`config.mk`:
```
export PLATFORM = sky130hd
export DESIGN_NAME = modulation_segment_scheduler
export DESIGN_NICKNAME = d
export VERILOG_FILES = /design/src/rtl/modulation_segment_scheduler.sv
export SDC_FILE = /design/constraint.sdc
export NUM_CORES = 1
export LEC_CHECK = 0
export ABC_AREA = 1
export BUFFER_PORTS_ARGS = -buffer_cell sky130_fd_sc_hd__clkbuf_2
export CAP_MARGIN = 20
export CORE_MARGIN = 8
export CORE_UTILIZATION = 40
export CTS_BUF_LIST = sky130_fd_sc_hd__clkbuf_4 sky130_fd_sc_hd__clkbuf_8 sky130_fd_sc_hd__clkbuf_16
export CTS_CLUSTER_SIZE = 10
export DETAILED_ROUTE_END_ITERATION = 7
export PLACE_DENSITY = 0.78
export SLEW_MARGIN = 40
export SYNTH_ARGS = -nofsm -noshare
export SYNTH_HDL_FRONTEND = slang
export SYNTH_SLANG_ARGS = --single-unit
```
`constraint.sdc`:
```
create_clock -name clk -period 1.6 [get_ports clk]
set_input_delay 0.16 -clock clk [delete_from_list [all_inputs] [get_ports clk]]
set_output_delay 0.16 -clock clk [all_outputs]
set_load 0.02 [all_outputs]
```
`src/rtl/modulation_segment_scheduler.sv`:
```
// rtl/modulation_segment_scheduler.sv - round-robin scheduler sharing one segment-calculation unit
// Optional watchdog on the unit response: define MOD_SCHED_TIMEOUT_EN.
module modulation_segment_scheduler #(
    parameter int NREQ           = 4,
    parameter int TIMEOUT_CYCLES = 16
) (
    input  logic                                     clk,
    input  logic                                     reset,
    input  logic [NREQ-1:0]                          req,
    input  logic [32*NREQ-1:0]                       req_operand,
    output logic                                     calc_start,
    output logic [31:0]                              calc_operand,
    input  logic                                     calc_valid,
    input  logic [31:0]                              calc_result,
    output logic [NREQ-1:0]                          done,
    output logic [31:0]                              result,
    output logic [(NREQ > 1 ? $clog2(NREQ) : 1)-1:0] result_id,
`ifdef MOD_SCHED_TIMEOUT_EN
    output logic                                     timeout_err,
`endif
    output logic                                     busy
);
    localparam int IW = (NREQ > 1) ? $clog2(NREQ) : 1;

    if (NREQ < 2 || NREQ > 8 || (NREQ & (NREQ - 1)) != 0 || TIMEOUT_CYCLES < 1) begin : g_bad_cfg
        $error("modulation_segment_scheduler: unsupported NREQ/TIMEOUT_CYCLES");
    end

    typedef enum logic [1:0] {
        ST_IDLE  = 2'd0,
        ST_ISSUE = 2'd1,
        ST_WAIT  = 2'd2,
        ST_DONE  = 2'd3
    } state_t;

    state_t        state, state_next;
    logic [IW-1:0] ptr;
    logic [IW-1:0] winner;
    logic [IW-1:0] grant_idx;
    logic          grant_found;

`ifdef MOD_SCHED_TIMEOUT_EN
    localparam int CW = $clog2(TIMEOUT_CYCLES + 1);
    logic [CW-1:0] wait_cnt;
    logic          timed_out;
    logic          wait_expired;
    assign wait_expired = (wait_cnt == CW'(TIMEOUT_CYCLES - 1));
    assign timeout_err  = (state == ST_DONE) && timed_out;
`endif

    // Scan downward so the lowest offset from ptr is the last (winning) assignment.
    always_comb begin
        logic [IW-1:0] idx;
        grant_found = 1'b0;
        grant_idx   = '0;
        idx         = '0;
        for (int k = NREQ - 1; k >= 0; k--) begin
            idx = ptr + IW'(k);
            if (req[idx]) begin
                grant_found = 1'b1;
                grant_idx   = idx;
            end
        end
    end

    always_ff @(posedge clk) begin
        if (reset) state <= ST_IDLE;
        else       state <= state_next;
    end

    always_comb begin
        state_next = state;
        calc_start = 1'b0;
        busy       = 1'b1;
        done       = '0;
        case (state)
            ST_IDLE: begin
                busy = 1'b0;
                if (grant_found) state_next = ST_ISSUE;
            end
            ST_ISSUE: begin
                calc_start = 1'b1;
                state_next = ST_WAIT;
            end
            ST_WAIT: begin
                if (calc_valid) state_next = ST_DONE;
`ifdef MOD_SCHED_TIMEOUT_EN
                else if (wait_expired) state_next = ST_DONE;
`endif
            end
            ST_DONE: begin
                done[winner] = 1'b1;
                state_next   = ST_IDLE;
            end
            default: state_next = ST_IDLE;
        endcase
    end

    always_ff @(posedge clk) begin
        if (reset) begin
            ptr          <= '0;
            winner       <= '0;
            calc_operand <= '0;
            result       <= '0;
            result_id    <= '0;
`ifdef MOD_SCHED_TIMEOUT_EN
            wait_cnt     <= '0;
            timed_out    <= 1'b0;
`endif
        end else begin
            case (state)
                ST_IDLE: begin
                    if (grant_found) begin
                        winner       <= grant_idx;
                        calc_operand <= req_operand[{grant_idx, 5'b0} +: 32];
                    end
`ifdef MOD_SCHED_TIMEOUT_EN
                    timed_out <= 1'b0;
`endif
                end
                ST_ISSUE: begin
`ifdef MOD_SCHED_TIMEOUT_EN
                    wait_cnt <= '0;
`endif
                end
                ST_WAIT: begin
                    if (calc_valid) begin
                        result    <= calc_result;
                        result_id <= winner;
                    end
`ifdef MOD_SCHED_TIMEOUT_EN
                    else if (wait_expired) begin
                        result    <= '0;
                        result_id <= winner;
                        timed_out <= 1'b1;
                    end else begin
                        wait_cnt <= wait_cnt + 1'b1;
                    end
`endif
                end
                ST_DONE: ptr <= winner + IW'(1);
                default: ;
            endcase
        end
    end
endmodule
```
# Word level (Yosys, flattened, before mapping)

Index checks and enable logic that the tools add are counted.

Flip-flop bits (word level): 72
Output and inout port bits: 72
Input port bits: 167
Logic and storage cells: 51

Shift operators: 1
$lt $le $gt $ge: 6
$add $sub $neg: 4
Equality and inequality tests: 5
Reductions and logical operators: 5
Multiplexer cells: 24

Operators by type and width:

| kind                                                                          | number |
|---|---|
| 128-bit by 8-bit indexed part select with 32-bit output                       | 1 |
| 2-bit by 3-bit less-than comparator with 1-bit output (second input constant) | 5 |
| 2-bit two-way mux                                                             | 6 |
| 1-bit two-way mux                                                             | 11 |
| 1-bit binary-select mux with 2-bit select                                     | 4 |
| 2-bit one-hot mux with 4 select lines                                         | 1 |
| 2-bit AND reduction                                                           | 3 |
| 2-bit by 1-bit adder with 2-bit output (second input constant)                | 2 |
| 2-bit adder (second input constant)                                           | 2 |
| 2-bit == test (second input constant)                                         | 2 |
| 4-bit two-way mux                                                             | 1 |
| 2-bit inequality test (second input constant)                                 | 2 |
| 1-bit demux with 2-bit select                                                 | 1 |
| 2-bit by 1-bit == test with 1-bit output (second input constant)              | 1 |
| 2-bit by 1-bit >= comparator with 1-bit output (second input constant)        | 1 |
| 2-bit logical NOT                                                             | 1 |
| 1-bit logical AND                                                             | 1 |

# Longest topological paths before layout

Gate-level depths: netlist of the first run.

Depth in word-level cells: 9
Gate-level depth with buffers: 14
Depth with buffers taken out: 12

# Worst setup path after synthesis of the first run

OpenSTA, ideal clock, no wires.

Path kind: reg2reg
Start point: reg ptr[0]
End point: reg calc_operand[4]
Buffers on the path: 2
Data required time: 1.478 ns
Path slack: -0.013 ns
Period minus slack after synthesis: 1.613 ns
Arrival time: 1.491 ns
Cell stages (with the launch flop): 12
Setup time: 0.122 ns
Cells stage by stage: dfxtp_1 > buf_6 > nand2_1 > nand3_1 > nand3_1 > nand3_1 > nand2_1 > nand2_1 > buf_1 > nand3_1 > nand2_1 > a21oi_2

Longest elaborated chain between the ends: 8
Elaborated cells between the ends (all ways): 21
Classes of those cells: add/sub: 3; shift: 1; mux: 16; reduce/logical: 1

Ends and longest elaborated chain:

| element                                                                                        | line | RTL |
|---|---|---|
| from (decl)                                                                                    | 37   | `logic [IW-1:0] ptr;` |
| from (signal assigned)                                                                         | 141  | `ST_DONE: ptr <= winner + IW'(1);` |
| 2-bit adder                                                                                    | 58   | `idx = ptr + IW'(k);` |
| 1-bit binary-select mux with 2-bit select                                                      | 59   | `if (req[idx]) begin` |
| 1-bit two-way mux (not written as such)                                                        | 59   |  |
| 2-bit two-way mux or 1-bit two-way mux (tied branches) (4 in series)                           | 59   |  |
| 128-bit by 8-bit indexed part select with 32-bit output or 2-bit AND reduction (tied branches) | -    |  |
| to (signal assigned)                                                                           | 115  | `calc_operand <= req_operand[{grant_idx, 5'b0} +: 32];` |
| to (decl)                                                                                      | 12   | `output logic [31:0] calc_operand,` |

Several ways; a longest one is shown, not always the timed one. The select of a mux whose other input is x is not followed.
A chain may end at the register's enable or synchronous reset.

# Final worst setup path of the first run

Start point: reg ptr[0]
End point: reg calc_operand[7]

The elaborated chain is that of the path after synthesis.

==> flow_summary.ini, run 1 <==
[run_status]
status = complete, but fails checks
violations = negative setup slack

[placement]
gp_congestion = 0.8896
port_buffers = 238
dp_hpwl_um = 11530
place_ws_ns = -0.3893
post_dp_cell_area_sq_mm = 0.005502

[global_routing]
track_usage_pct = 23.64
grt_pass1_wl_um = 25270
gr-total-overflow = 0
grt_max_degree = 43
grt_pass1_vias = 5189
antenna_found_initial = 1

[timing]
fin_skew_ns = 0.009880
drv_slew = 0
maxSlewHeadroom_pct = 77.16
hold_viol = 0
finalCritPeriodShare_pct = 118.5
tightest_slew_ns = 0.3421
fmax_mhz = 527.6
final.setup.worst_slack_ns = -0.2955
setup_viol = 35
rsz0062_at_grt = true
finalCriticalPeriod_ns = 1.895

[clock_network]
htreeDepth = 3
cts_root_buffer = clkbuf_8
clock_latency_ns = 0.35
cts_tree = done
clock_path_buffers = 2
numCtsBuffers = 9
path_clk_slew_ns = 0.08
cts_hold_buf = 0
cts_num_sinks = 72

[setup_path]
worstPathArrival_ns = 2.12
worst_ep_required_time_ns = 1.83
r2r_cells = 11
path_max_fanout = 16
r2r_slack_ns = -0.30
worstSetupStartpointType = flop
crit_type = flop to flop
crit_path_end_kind = flop

[detailed_routing]
first_pass_iters = 5
wire_per_inst_um = 17.97
drt-initial-drc-count = 382
drtAntennaViolNets = 0
via_per_inst = 5.279
wirelength_um = 18040
drc = 0
vias = 5300

[hold_path]
hold_class = primary input to flop
whs_path_depth = 2

[synth]
syn_inst = 601
synth-seq-cells = 72
yosysWarnings = 0
syn_area_sq_mm = 0.004016
synth_cell_types = 21
ys_seq_area_share_pct = 35.89
syn_avg_cell_area_sq_um = 6.683
syn-num-nets = 777

[layout]
multi_input_area_sq_mm = 0.002749
area_delta_synth_final_pct = 67.88
fill_cells = 787
final_area_sq_mm = 0.006743
nets = 1041
drive_gt1_share_pct = 52.41
seqCellArea_sq_mm = 0.001449

[floorplanning]
core_sq_mm = 0.009774
rows = 36
start_util_pct = 41.09
die_h_um = 116.2
die_area_sq_mm = 0.01350
die_w_um = 116.2
pin_count = 239

[power]
p_leak_nw = 3.417
p_per_area_mw_per_mm2 = 1697
design_power_total_w = 0.01145
peakVddDrop_mv = 1.044

[job]
cap_violations = 0
==> state kept, by name, indices dropped and copies added (netlist names) <==
signal        cells
winner            2
result_id         2
result           32
ptr               2
calc_operand     32
state             2
==> final timing paths <==
| kind | endpoint | from |
|---|---|---|
| worst min-delay path | state[1] | reset |
| worst max register to register | calc_operand[7] | ptr[0] |
| worst max-delay path | calc_operand[7] | ptr[0] |
| worst min register to register | result[14] | result[14] |
==> power breakdown <==
group          internal [W]  total (W)  switching (W)
Sequential          0.00235    0.00268       0.000328
Clock              0.000746    0.00148       0.000735
Combinational       0.00303    0.00729        0.00426
==> Yosys cell counts (all sizes together) <==
cell / count / area share [%]
nand3: 137 / 17
nand2: 126 / 12
dfxtp: 72 / 36
nor2: 70 / 6.5
o21ai: 70 / 8.7
a21oi: 42 / 6.7
buf: 36 / 6.5
inv: 20 / 1.9
clkbuf: 14 / 1.3
ha: 9 / 2.8
and2: 1 / 0.16
clkinv: 1 / 0.093
nand3b: 1 / 0.19
or2: 1 / 0.16
xnor2: 1 / 0.22
==> critical path, cell delays in order, from the launching register on <==
cell and delay [ns]:
dfxtp_4 0.38, buf_6 0.14, o21ai_4 0.17, nand2_2 0.11, buf_4 0.15, nand3_2 0.10, nand2_1 0.11, nand2_4 0.12
buf_12 0.18, nand3_1 0.13, nand2_1 0.12, a21oi_2 0.06
==> timing repair <==
| item | CTS | global route |
|---|---|---|
| endpoints found under the setup margin | 36 | 73 |
| cloned | 7 | 6 |
| resized for setup | 51 | 107 |
| pin swaps | 20 | 39 |
| setup buffers | 10 | 3 |
==> final cells by class <==
type                            count  share of cell area [%]
Inverter                           21                   1.169
Antenna cell                        1                 0.03711
Multi-Input combinational cell    459                   40.77
Timing Repair Buffer              302                   31.10
Clock buffer                       10                   1.948
Sequential cell                    72                   21.49
Clock inverter                      6                   1.021
Tap cell                          133                   2.468
==> layer usage <==
| metal | share of wire [%] | up-vias | track usage (%) |
|---|---|---|---|
| met1 | 37 | 2393 | 25.63 |
| met2 | 49 | 325 | 41.19 |
| met5 | 0 | - | 0 |
| met4 | 3.4 | 0 | 9.162 |
| met3 | 11 | 50 | 8.532 |
| li1 | - | 2532 | - |
==> kinds of logic after synthesis <==
family                     synth area share (%)
DFF                                       35.89
and+or+nand+nor                           35.89
buffers and inverters                     9.750
xor gates and xnor gates                 0.2181
AOI/OAI and AO/OA                         15.45
adders and majority gates                 2.804
==> stage by stage <==
stage               std cells  hold WS [ns]  util (%)  TNS (ns)
floorplan                 601        0.2291         -   -0.1890
global placement          962        0.3945     56.29    -9.166
detailed placement        962        0.3919     56.29    -11.32
CTS                       995       0.02750     63.38    -4.329
global route             1004       0.03385     68.98    -10.49
finish                   1004       0.03745     68.98    -7.671
==> placed cells by master (no fill, tap or decap), types with 14 or more instances in the layout <==
cell      count
a21oi_1      21
a21oi_2      20
buf_12       14
buf_4        32
clkbuf_2    238
dfxtp_1      70
inv_1        16
nand2_1      70
nand2_2      45
nand3_1      89
nand3_2      42
nor2_1       70
o21ai_0      67
Power figures use the tool's default switching activity.
==> inputs of run 2 (changes only) <==
ABC_AREA = not set   (was 1)
CORE_UTILIZATION = 39   (was 40)
==> run 2 against run 1 <==
Against the previous run:
- the flow now finishes without violations
- worst hold slack lost 0.0091 ns
- cell area shrank 14%
- non-clock buffer count shrank 34
- critical path type unchanged
==> flow_summary.ini, run 2 <==
[run_status]
status = finished, final reports clean

[floorplanning]
rows = 35
start_util_pct = 40.35
die_w_um = 113.8
die_area_sq_mm = 0.01294
core_sq_mm = 0.009240
pin_count = 239
die_h_um = 113.8

[synth]
syn-num-nets = 561
yosysTopAreaCellShare_pct = 38.66
ys_seq_area_share_pct = 38.66
synth_cell_types = 30
yosysWarnings = 0
async_flop_share_pct = 0
yosysMostFrequentCell = nand2_1
yosysTopAreaCell = dfxtp_1
synth-seq-cells = 72
syn_area_sq_mm = 0.003729
syn_avg_cell_area_sq_um = 9.685
syn_inst = 385
synthTopCellsByArea = dfxtp_1 (39%), mux2i_1 (18%), o221ai_2 (12%)
yosys_most_used_dff = dfxtp_1
ys_top_cells_by_count = nand2_1 (101), dfxtp_1 (72), mux2i_1 (68), a21oi_1 (39), o221ai_2 (30)
synth_edf_count = 0

[clock_network]
cts_tree = done
path_clk_slew_ns = 0.08
numCtsBuffers = 9
htreeDepth = 3
clock_latency_ns = 0.34
clock_path_buffers = 2
cts_root_buffer = clkbuf_8
cts_hold_buf = 0
cts_num_sinks = 72

[detailed_routing]
drtAntennaViolNets = 0
drt-initial-drc-count = 160
wirelength_um = 13230
first_pass_iters = 4
vias = 3832
wire_per_inst_um = 17.21
drc = 0
via_per_inst = 4.983

[timing]
setup_viol = 0
drv_slew = 0
finalCritPeriodShare_pct = 98.74
final.setup.worst_slack_ns = 0.02015
tightest_slew_ns = 0.3902
finalCriticalPeriod_ns = 1.580
setup_tns_ns = 0
fmax_mhz = 633.0
maxSlewHeadroom_pct = 73.98
fin_skew_ns = 0.005199
hold_viol = 0
rsz0062_at_grt = true

[power]
peakVddDrop_mv = 0.6700
design_power_total_w = 0.007104
p_per_area_mw_per_mm2 = 1220
p_leak_nw = 2.572

[layout]
antenna_cells = 0
final_common_cell = clkbuf_2
mostFrequentLayoutCells = clkbuf_2 (236), nand2_1 (101), dfxtp_1 (69), a21oi_1 (37)
fill_cells = 763
multi_input_area_sq_mm = 0.002367
final_util_pct = 63.05
area_delta_synth_final_pct = 56.24
drive_gt1_share_pct = 57.81
top_regs = calc_operand: 32 flops, result: 32 flops
seqCellArea_sq_mm = 0.001445
nets = 811

[placement]
gp_congestion = 0.8727
port_buffers = 238
dp_hpwl_um = 9891
place_ws_ns = -0.03407

[setup_path]
worst_ep_required_time_ns = 1.83
crit_type = flop to flop
worstSetupStartpointType = flop
crit_path_end_kind = flop
r2r_slack_ns = 0.02
path_max_fanout = 9
worstPathArrival_ns = 1.81

[hold_path]
hold_class = primary input to flop

[global_routing]
track_usage_pct = 17.89
grt_pass1_vias = 4046
gr-total-overflow = 0
grt_pass1_wl_um = 19000
antenna_found_initial = 0
grt_max_degree = 41

[job]
cap_violations = 0
run 2: cell types whose count changed after synthesis, sizes merged, moves of 4 or more:
cell    before  now
o21ai       70    1
and2         1    5
inv         20    8
nor2        70    8
mux2i        0   68
buf         36   17
nand3      137    0
o221ai       0   32
nand2b       0    4
nand2      126  102
run 2: power breakdown:
group | internal, W | total, W | switching (W)
clock network | 0.000768 | 0.00150 | 0.000733
registers | 0.00219 | 0.00242 | 0.000226
logic | 0.00141 | 0.00318 | 0.00177
run 2: kinds of logic after synthesis:
family,after synthesis,synth area share [%]
adders and majority gates,9,3.020
buffers and inverters,37,7.014
muxes,68,18.25
and+or+nand+nor,123,13.76
AOI/OAI and AO/OA,76,19.30
DFF,72,38.66
run 2: critical path: stages, from the launching register on:
cell       delay [ns]
dfxtp_2          0.35
nand2b_4         0.13
a21oi_2          0.07
a21oi_4          0.16
buf_12           0.18
clkbuf_16        0.20
mux2i_1          0.25
o221ai_2         0.12
run 2: repair_timing:
action / 4_1_cts / 5_1_grt
buffers inserted: 0 / 3
cloned: 0 / 5
pin swaps: 0 / 6
setup endpoints to repair: 6 / 46
resized for setup: 1 / 74
run 2: final timing paths:
kind | from | end | cells past startpoint
max | ptr[0] | calc_operand[4] | 7
max reg2reg | ptr[0] | calc_operand[4] | 7
min | calc_result[21] | result[21] | 3
min reg2reg | result[4] | result[4] | 2
run 2: final cells by class:
class	instances	share of cell area [%]
clock inverter	6	1.160
sequential	72	24.81
timing repair buffer	268	27.75
inverter	8	0.5155
clock buffer	10	2.363
tap	129	2.771
multi-input combinational	276	40.64
run 2: layer usage:
metal	vias up	track usage (%)	routed length (um)
met1	1790	19.06	5059
met4	0	5.235	136
li1	1851	-	-
met2	178	31.72	6680
met5	-	0	0
met3	13	7.237	1358
run 2: stage by stage:
step           hold WS (ns)  instances  cell area (sq um)
3_5_place_dp         0.3897        745               5110
6_report            0.02836        769               5826
5_1_grt             0.01995        769               5826
4_1_cts             0.01446        761               5318
3_3_place_gp         0.3820        745               5110
2_1_floorplan        0.2960        385               3729
